## config.mk

```make
export PLATFORM = sky130hd
export DESIGN_NAME = lcd_refresh_scheduler
export DESIGN_NICKNAME = d
export VERILOG_FILES = /design/src/rtl/lcd_pkg.sv /design/src/rtl/lcd_byte_issuer.sv /design/src/rtl/lcd_refresh_scheduler.sv
export SDC_FILE = /design/constraint.sdc
export NUM_CORES = 1
export LEC_CHECK = 0
export CAP_MARGIN = 20
export CORE_ASPECT_RATIO = 1.4
export CORE_UTILIZATION = 44
export CTS_BUF_LIST = sky130_fd_sc_hd__clkbuf_16
export DETAILED_ROUTE_END_ITERATION = 8
export GPL_TIMING_DRIVEN = 0
export HOLD_SLACK_MARGIN = 0.08
export PLACE_DENSITY_LB_ADDON = 0.3
export SLEW_MARGIN = 40
export SYNTH_ARGS = -nofsm -noshare
export SYNTH_HDL_FRONTEND = slang
export SYNTH_SLANG_ARGS = --single-unit
export TNS_END_PERCENT = 30
```

## constraint.sdc

```tcl
create_clock -name clk -period 2.48 [get_ports clk]
set_input_delay 0.744 -clock clk [delete_from_list [all_inputs] [get_ports clk]]
set_output_delay 0.744 -clock clk [all_outputs]
set_load 0.05 [all_outputs]
```

## src/rtl/lcd_pkg.sv

```systemverilog
// Shared types and command constants for the PCD8544-style LCD refresh scheduler.
package lcd_pkg;

  typedef enum logic [1:0] {
    ST_INIT,
    ST_IDLE,
    ST_ADDR,
    ST_STREAM
  } lcd_state_e;

  typedef enum logic [1:0] {
    BI_IDLE,
    BI_WAIT,
    BI_HOLD
  } issuer_state_e;

  localparam int unsigned FRAME_BYTES = 504;
  localparam int unsigned INIT_BYTES  = 6;
  localparam logic [8:0]  FRAME_LAST  = 9'(FRAME_BYTES - 1);
  localparam logic [8:0]  INIT_LAST   = 9'(INIT_BYTES - 1);
  localparam logic [8:0]  ADDR_LAST   = 9'd1;

  localparam logic [7:0] CMD_EXT_SET     = 8'h21;
  localparam logic [7:0] CMD_TEMP_COEF   = 8'h04;
  localparam logic [7:0] CMD_BIAS        = 8'h14;
  localparam logic [7:0] CMD_BASIC_SET   = 8'h20;
  localparam logic [7:0] CMD_DISP_NORMAL = 8'h0C;
  localparam logic [7:0] CMD_SET_X0      = 8'h80;
  localparam logic [7:0] CMD_SET_Y0      = 8'h40;

  // Init byte for a given position; the contrast byte comes from the instance.
  function automatic logic [7:0] init_cmd(input logic [2:0] idx, input logic [7:0] vop);
    logic [7:0] cmd;
    case (idx)
      3'd0:    cmd = CMD_EXT_SET;
      3'd1:    cmd = vop;
      3'd2:    cmd = CMD_TEMP_COEF;
      3'd3:    cmd = CMD_BIAS;
      3'd4:    cmd = CMD_BASIC_SET;
      default: cmd = CMD_DISP_NORMAL;
    endcase
    return cmd;
  endfunction

endpackage

```

## src/rtl/lcd_byte_issuer.sv

```systemverilog
// Four-phase byte handshake towards the SPI engine: wait ready, raise enable,
// hold until ready drops, release. Byte and mode are frozen from start to done.
module lcd_byte_issuer
  import lcd_pkg::*;
(
  input  logic       clk,
  input  logic       nrst,
  input  logic       ready,
  input  logic       start,
  input  logic [7:0] tx_byte,
  input  logic       tx_mode,
  output logic [7:0] data_out,
  output logic       mode,
  output logic       enable,
  output logic       done
);

  issuer_state_e state_q, state_d;
  logic [7:0]    data_q;
  logic          mode_q;

  always_ff @(posedge clk or negedge nrst) begin
    if (!nrst) begin
      state_q <= BI_IDLE;
      data_q  <= '0;
      mode_q  <= 1'b0;
    end else begin
      state_q <= state_d;
      if (state_q == BI_IDLE && start) begin
        data_q <= tx_byte;
        mode_q <= tx_mode;
      end
    end
  end

  always_comb begin
    state_d = state_q;
    case (state_q)
      BI_IDLE: if (start)  state_d = BI_WAIT;
      BI_WAIT: if (ready)  state_d = BI_HOLD;
      BI_HOLD: if (!ready) state_d = BI_IDLE;
      default:             state_d = BI_IDLE;
    endcase
  end

  always_comb begin
    enable   = (state_q == BI_HOLD);
    done     = (state_q == BI_HOLD) && !ready;
    data_out = data_q;
    mode     = mode_q;
  end

endmodule

```

## src/rtl/lcd_refresh_scheduler.sv

```systemverilog
// LCD refresh scheduler: init sequence, then on request set X/Y and stream a
// 504-byte frame buffer. Optional auto-refresh via `LCD_AUTO_REFRESH_EN.
module lcd_refresh_scheduler
  import lcd_pkg::*;
#(
  parameter logic [7:0]  VOP            = 8'hB1,
  parameter int unsigned REFRESH_PERIOD = 1_000_000
) (
  input  logic       clk,
  input  logic       nrst,
  input  logic       ready,
  output logic [7:0] data_out,
  output logic       enable,
  output logic       mode,
  output logic [8:0] fb_addr,
  input  logic [7:0] fb_data,
  input  logic       refresh_req,
  output logic       init_done,
  output logic       busy
);

  lcd_state_e state_q, state_d;
  logic [8:0] idx_q, idx_d;
  logic [8:0] fb_addr_q, fb_addr_d;
  logic       pending_q, pending_d;
  logic       init_done_q, init_done_d;
  logic       issuing_q, issuing_d;

  logic       start;
  logic [7:0] tx_byte;
  logic       tx_mode;
  logic       byte_done;
  logic       last_byte;
  logic       frame_start;
  logic       auto_hit;

  lcd_byte_issuer u_issuer (
    .clk      (clk),
    .nrst     (nrst),
    .ready    (ready),
    .start    (start),
    .tx_byte  (tx_byte),
    .tx_mode  (tx_mode),
    .data_out (data_out),
    .mode     (mode),
    .enable   (enable),
    .done     (byte_done)
  );

`ifdef LCD_AUTO_REFRESH_EN
  logic [31:0] refresh_cnt_q, refresh_cnt_d;

  // Counter only runs while idle; any frame start or non-idle cycle clears it.
  always_comb begin
    auto_hit      = (state_q == ST_IDLE) && (refresh_cnt_q == 32'(REFRESH_PERIOD - 1));
    refresh_cnt_d = (state_q == ST_IDLE && !frame_start) ? refresh_cnt_q + 32'd1 : '0;
  end

  always_ff @(posedge clk or negedge nrst) begin
    if (!nrst) refresh_cnt_q <= '0;
    else       refresh_cnt_q <= refresh_cnt_d;
  end
`else
  logic [31:0] unused_period;
  assign unused_period = REFRESH_PERIOD;
  assign auto_hit      = 1'b0;
`endif

  assign frame_start = (state_q == ST_IDLE) && (pending_q || auto_hit);

  always_comb begin
    case (state_q)
      ST_INIT:   last_byte = (idx_q == INIT_LAST);
      ST_ADDR:   last_byte = (idx_q == ADDR_LAST);
      ST_STREAM: last_byte = (idx_q == FRAME_LAST);
      default:   last_byte = 1'b0;
    endcase
  end

  always_ff @(posedge clk or negedge nrst) begin
    if (!nrst) state_q <= ST_INIT;
    else       state_q <= state_d;
  end

  always_comb begin
    state_d = state_q;
    case (state_q)
      ST_INIT:   if (byte_done && last_byte) state_d = ST_IDLE;
      ST_IDLE:   if (frame_start)            state_d = ST_ADDR;
      ST_ADDR:   if (byte_done && last_byte) state_d = ST_STREAM;
      ST_STREAM: if (byte_done && last_byte) state_d = ST_IDLE;
      default:                               state_d = ST_INIT;
    endcase
  end

  always_comb begin
    busy    = (state_q == ST_ADDR) || (state_q == ST_STREAM);
    start   = (state_q != ST_IDLE) && !issuing_q;
    tx_mode = (state_q == ST_STREAM);
    case (state_q)
      ST_INIT:   tx_byte = init_cmd(idx_q[2:0], VOP);
      ST_ADDR:   tx_byte = idx_q[0] ? CMD_SET_Y0 : CMD_SET_X0;
      ST_STREAM: tx_byte = fb_data;
      default:   tx_byte = '0;
    endcase
  end

  // fb_addr advances when a stream byte is launched, so the next address is
  // presented several cycles before the memory data is consumed.
  always_comb begin
    issuing_d   = start || (issuing_q && !byte_done);
    idx_d       = idx_q;
    fb_addr_d   = fb_addr_q;
    init_done_d = init_done_q;
    pending_d   = refresh_req || (pending_q && !frame_start);
    if (byte_done) idx_d = last_byte ? '0 : idx_q + 9'd1;
    if (start && state_q == ST_STREAM)
      fb_addr_d = (fb_addr_q == FRAME_LAST) ? '0 : fb_addr_q + 9'd1;
    if (state_q == ST_INIT && byte_done && last_byte) init_done_d = 1'b1;
  end

  always_ff @(posedge clk or negedge nrst) begin
    if (!nrst) begin
      idx_q       <= '0;
      fb_addr_q   <= '0;
      pending_q   <= 1'b0;
      init_done_q <= 1'b0;
      issuing_q   <= 1'b0;
    end else begin
      idx_q       <= idx_d;
      fb_addr_q   <= fb_addr_d;
      pending_q   <= pending_d;
      init_done_q <= init_done_d;
      issuing_q   <= issuing_d;
    end
  end

  assign fb_addr   = fb_addr_q;
  assign init_done = init_done_q;

endmodule

```

==> results.toml <==
[worst_setup_path]
worst_r2r_path_depth = 7
slowest_delay_ns = 0.87
critPathCaptureType = "primary output"
cp_cell_sequence = "clkdlybuf4s50_1"
path_class = "flop to primary output"
critPathTopFamily = "buffers and inverters"
critPathBufInv = 1
r2r_slack_ns = 0.42
r2r_end = "fb_addr[0]$_DFFE_PN0P_"
worst_setup_path_start_kind = "flop"
cpMaxStageDelayCell = "clkdlybuf4s50_1"
crit_fanout = 8
crit_arrival_ns = 1.67
critPathRequiredTime_ns = 1.74
r2r_start = "state_q[1]$_DFFE_PN0P_"

[clocking]
clk_path_buf_depth = 2
clock_latency_ns = 0.28
cts_max_level = 2
clk_pin_slew_ns = 0.05
cts_tree = "yes"
numClockSinks = 34
cts_buffers = 5
cts_root_buf = "clkbuf_16"
postCtsSetupBuffers = 0
ctsHoldBuffers = 0

[floorplanning]
core_area_sq_um = 4020
die_x_um = 57.6
io-pin-count = 33
rows = 27
start_util = 0.473
die-area_sq_um = 4590
dieHeight_um = 79.8

[synth]
synth_commonest_cells = "34 x dfrtp_1, 18 x nand2_1, 13 x o21ai_0, 11 x ha_1, 10 x nor2_1"
synth_area_leader_cell = "dfrtp_1"
synth_flop_cell = "dfrtp_1"
ys_seq_area_frac = 0.447
ys_top_cells_by_area = "dfrtp_1 45%, ha_1 7.2%, nand2_1 3.6%"
synthArstFlopShare = 1.00
synth-seq-cells = 34
yosys.area.top_type_share = 0.447
synthCells = 187
netlist_area_sq_um = 1900
yosysMostFrequentCell = "dfrtp_1"
yosysUniqueCellTypes = 52
synth.avg_cell_area_sq_um = 10.2
synth-warning-count = 0
synth-edff-count = 0
synth_fp_nets = 210

[power_and_ir_drop]
powerDensity_nw_per_um2 = 895
p_leak_nw = 1.06
ir_drop_v = 0.000372

[sta]
rsz0062_at_grt = "false"
fin_ws_ns = 0.0612
tightest_slew_ns = 0.772
period_minus_slack_ns = 2.42
period_share = 0.975
slew_viol_final = 0
setup_viol = 0
clock_skew_ns = 0.00488
finalHoldViolations = 0
max-slew-margin-rel = 0.481
fmax_mhz = 413
fin_hold_ws_ns = 0.398

[layout]
antenna_cells = 0
layout.cells.non_filler = 271
area_growth_pct = 27.8
layout-drive-gt1-share = 0.132
final_area_sq_um = 2430
final_nets = 250

[drt]
drtPass1Iterations = 6
viasPerCell = 5.81
routed_wl_um = 4200
ant_nets = 0
vias = 1575
wl_per_cell_um = 15.5
drc_errors = 6
drt_iter0_drc = 88

[global_routing]
grt_use_met3 = 0.0519
grt-busiest-layer = "met2"
grt_max_degree = 19
grt_overflow = 0
grt_pass1_vias = 1441
gr-usage-all-layers = 0.194
grt_use_met1 = 0.205
antenna_found_initial = 0
met2_usage = 0.337
grt_pass1_wl_um = 6610

[placed_design]
postPlaceCellArea_sq_um = 2300
dp.cells = 263
io_buffer_count = 32
dpl.hpwl_um = 3030
dp_slack_ns = -0.0246
gp_congestion = 0.831

[flow_run]
drv_cap = 0

[outcome]
violations = "DRC"
run_status = "finished, violations left"

[hold_path]
hp-class = "input pin to async pin"
==> sequential cells by signal, indices dropped and copies added (netlist names) <==
register	count
fb_addr	9
idx_q	9
init_done	1
issuing_q	1
pending_q	1
state_q	2
u_issuer.data_out	8
u_issuer.mode	1
u_issuer.state_q	2
==> how the worst max path moves through the flow <==
stage | cells after the start | start | to
finish | 1 | fb_addr[3]$_DFFE_PN0P_ | fb_addr[3]
floorplan | 3 | state_q[0]$_DFFE_PN0P_ | busy
global placement | 1 | nrst | idx_q[2]$_DFFE_PN0P_
CTS | 3 | state_q[0]$_DFFE_PN0P_ | busy
global route | 1 | fb_addr[3]$_DFFE_PN0P_ | fb_addr[3]
detailed placement | 3 | state_q[0]$_DFFE_PN0P_ | busy
==> logic make-up (layout without fill, tap and decap cells) <==
logic type / Yosys count / after routing / share of synthesized area
AND/OR/NAND/NOR: 79 / 79 / 0.245
AO/OA/AOI/OAI: 37 / 37 / 0.143
flip-flops: 34 / 34 / 0.447
buffers and inverters: 15 / 56 / 0.0388
adder cells (fa/ha/maj): 11 / 11 / 0.0724
XOR/XNOR: 8 / 8 / 0.0368
multiplexers: 3 / 3 / 0.0164
==> through the flow <==
step,total power [mW],util,setup TNS [ns]
finish,2.18,0.604,0
global placement,1.60,0.566,-2.31
detailed placement,1.61,0.572,-0.0246
CTS,2.20,0.606,0
global route,2.29,0.604,0
floorplan,1.33,-,0
==> per-layer routing <==
metal	routed length, um	vias to the layer above
li1	-	762
met1	1740	762
met2	2150	39
met3	148	12
met4	155	0
met5	0	-
==> final cells by class <==
| type | count | area [sq um] |
|---|---|---|
| Inverter | 10 | 37.5 |
| Buffer | 5 | 36.3 |
| Sequential cell | 34 | 851 |
| Clock buffer | 5 | 125 |
| Multi-Input combinational cell | 138 | 977 |
| Timing Repair Buffer | 33 | 337 |
| Tap cell | 43 | 53.8 |
| Clock inverter | 3 | 12.5 |
| Fill cell | 337 | 1590 |
==> placed cells by master, fill, tap and decap left out, drive strengths merged, types with 2 or more instances in the layout <==
master and instances:
xnor2 4, and3 4, or2 3, dfrtp 34
o21ai 14, nor4 4, nand4 8, a21o 3
and2b 2, nand3 5, clkdlybuf4s50 29, buf 7
nor3 4, and2 3, inv 11, nand2b 2
or4 2, clkinv 2, nor3b 4, or3b 2
nor2 10, or3 4, xor2 4, nand2 18
o211ai 3, nor2b 2, clkbuf 6, mux2i 2
and4 2, o2111ai 2, a221o 3, ha 11
o31ai 2
==> what timing repair did <==
| action | in CTS | in global routing |
|---|---|---|
| setup endpoints to repair | 2 | 1 |
| pin swaps | 0 | 0 |
| gates resized for setup | 4 | 2 |
==> report_power, final <==
group          switching, mW  internal, mW
sequential             0.103         0.671
clock                  0.215         0.362
combinational          0.515         0.310
No activity file was read; power rests on OpenSTA's default activity.
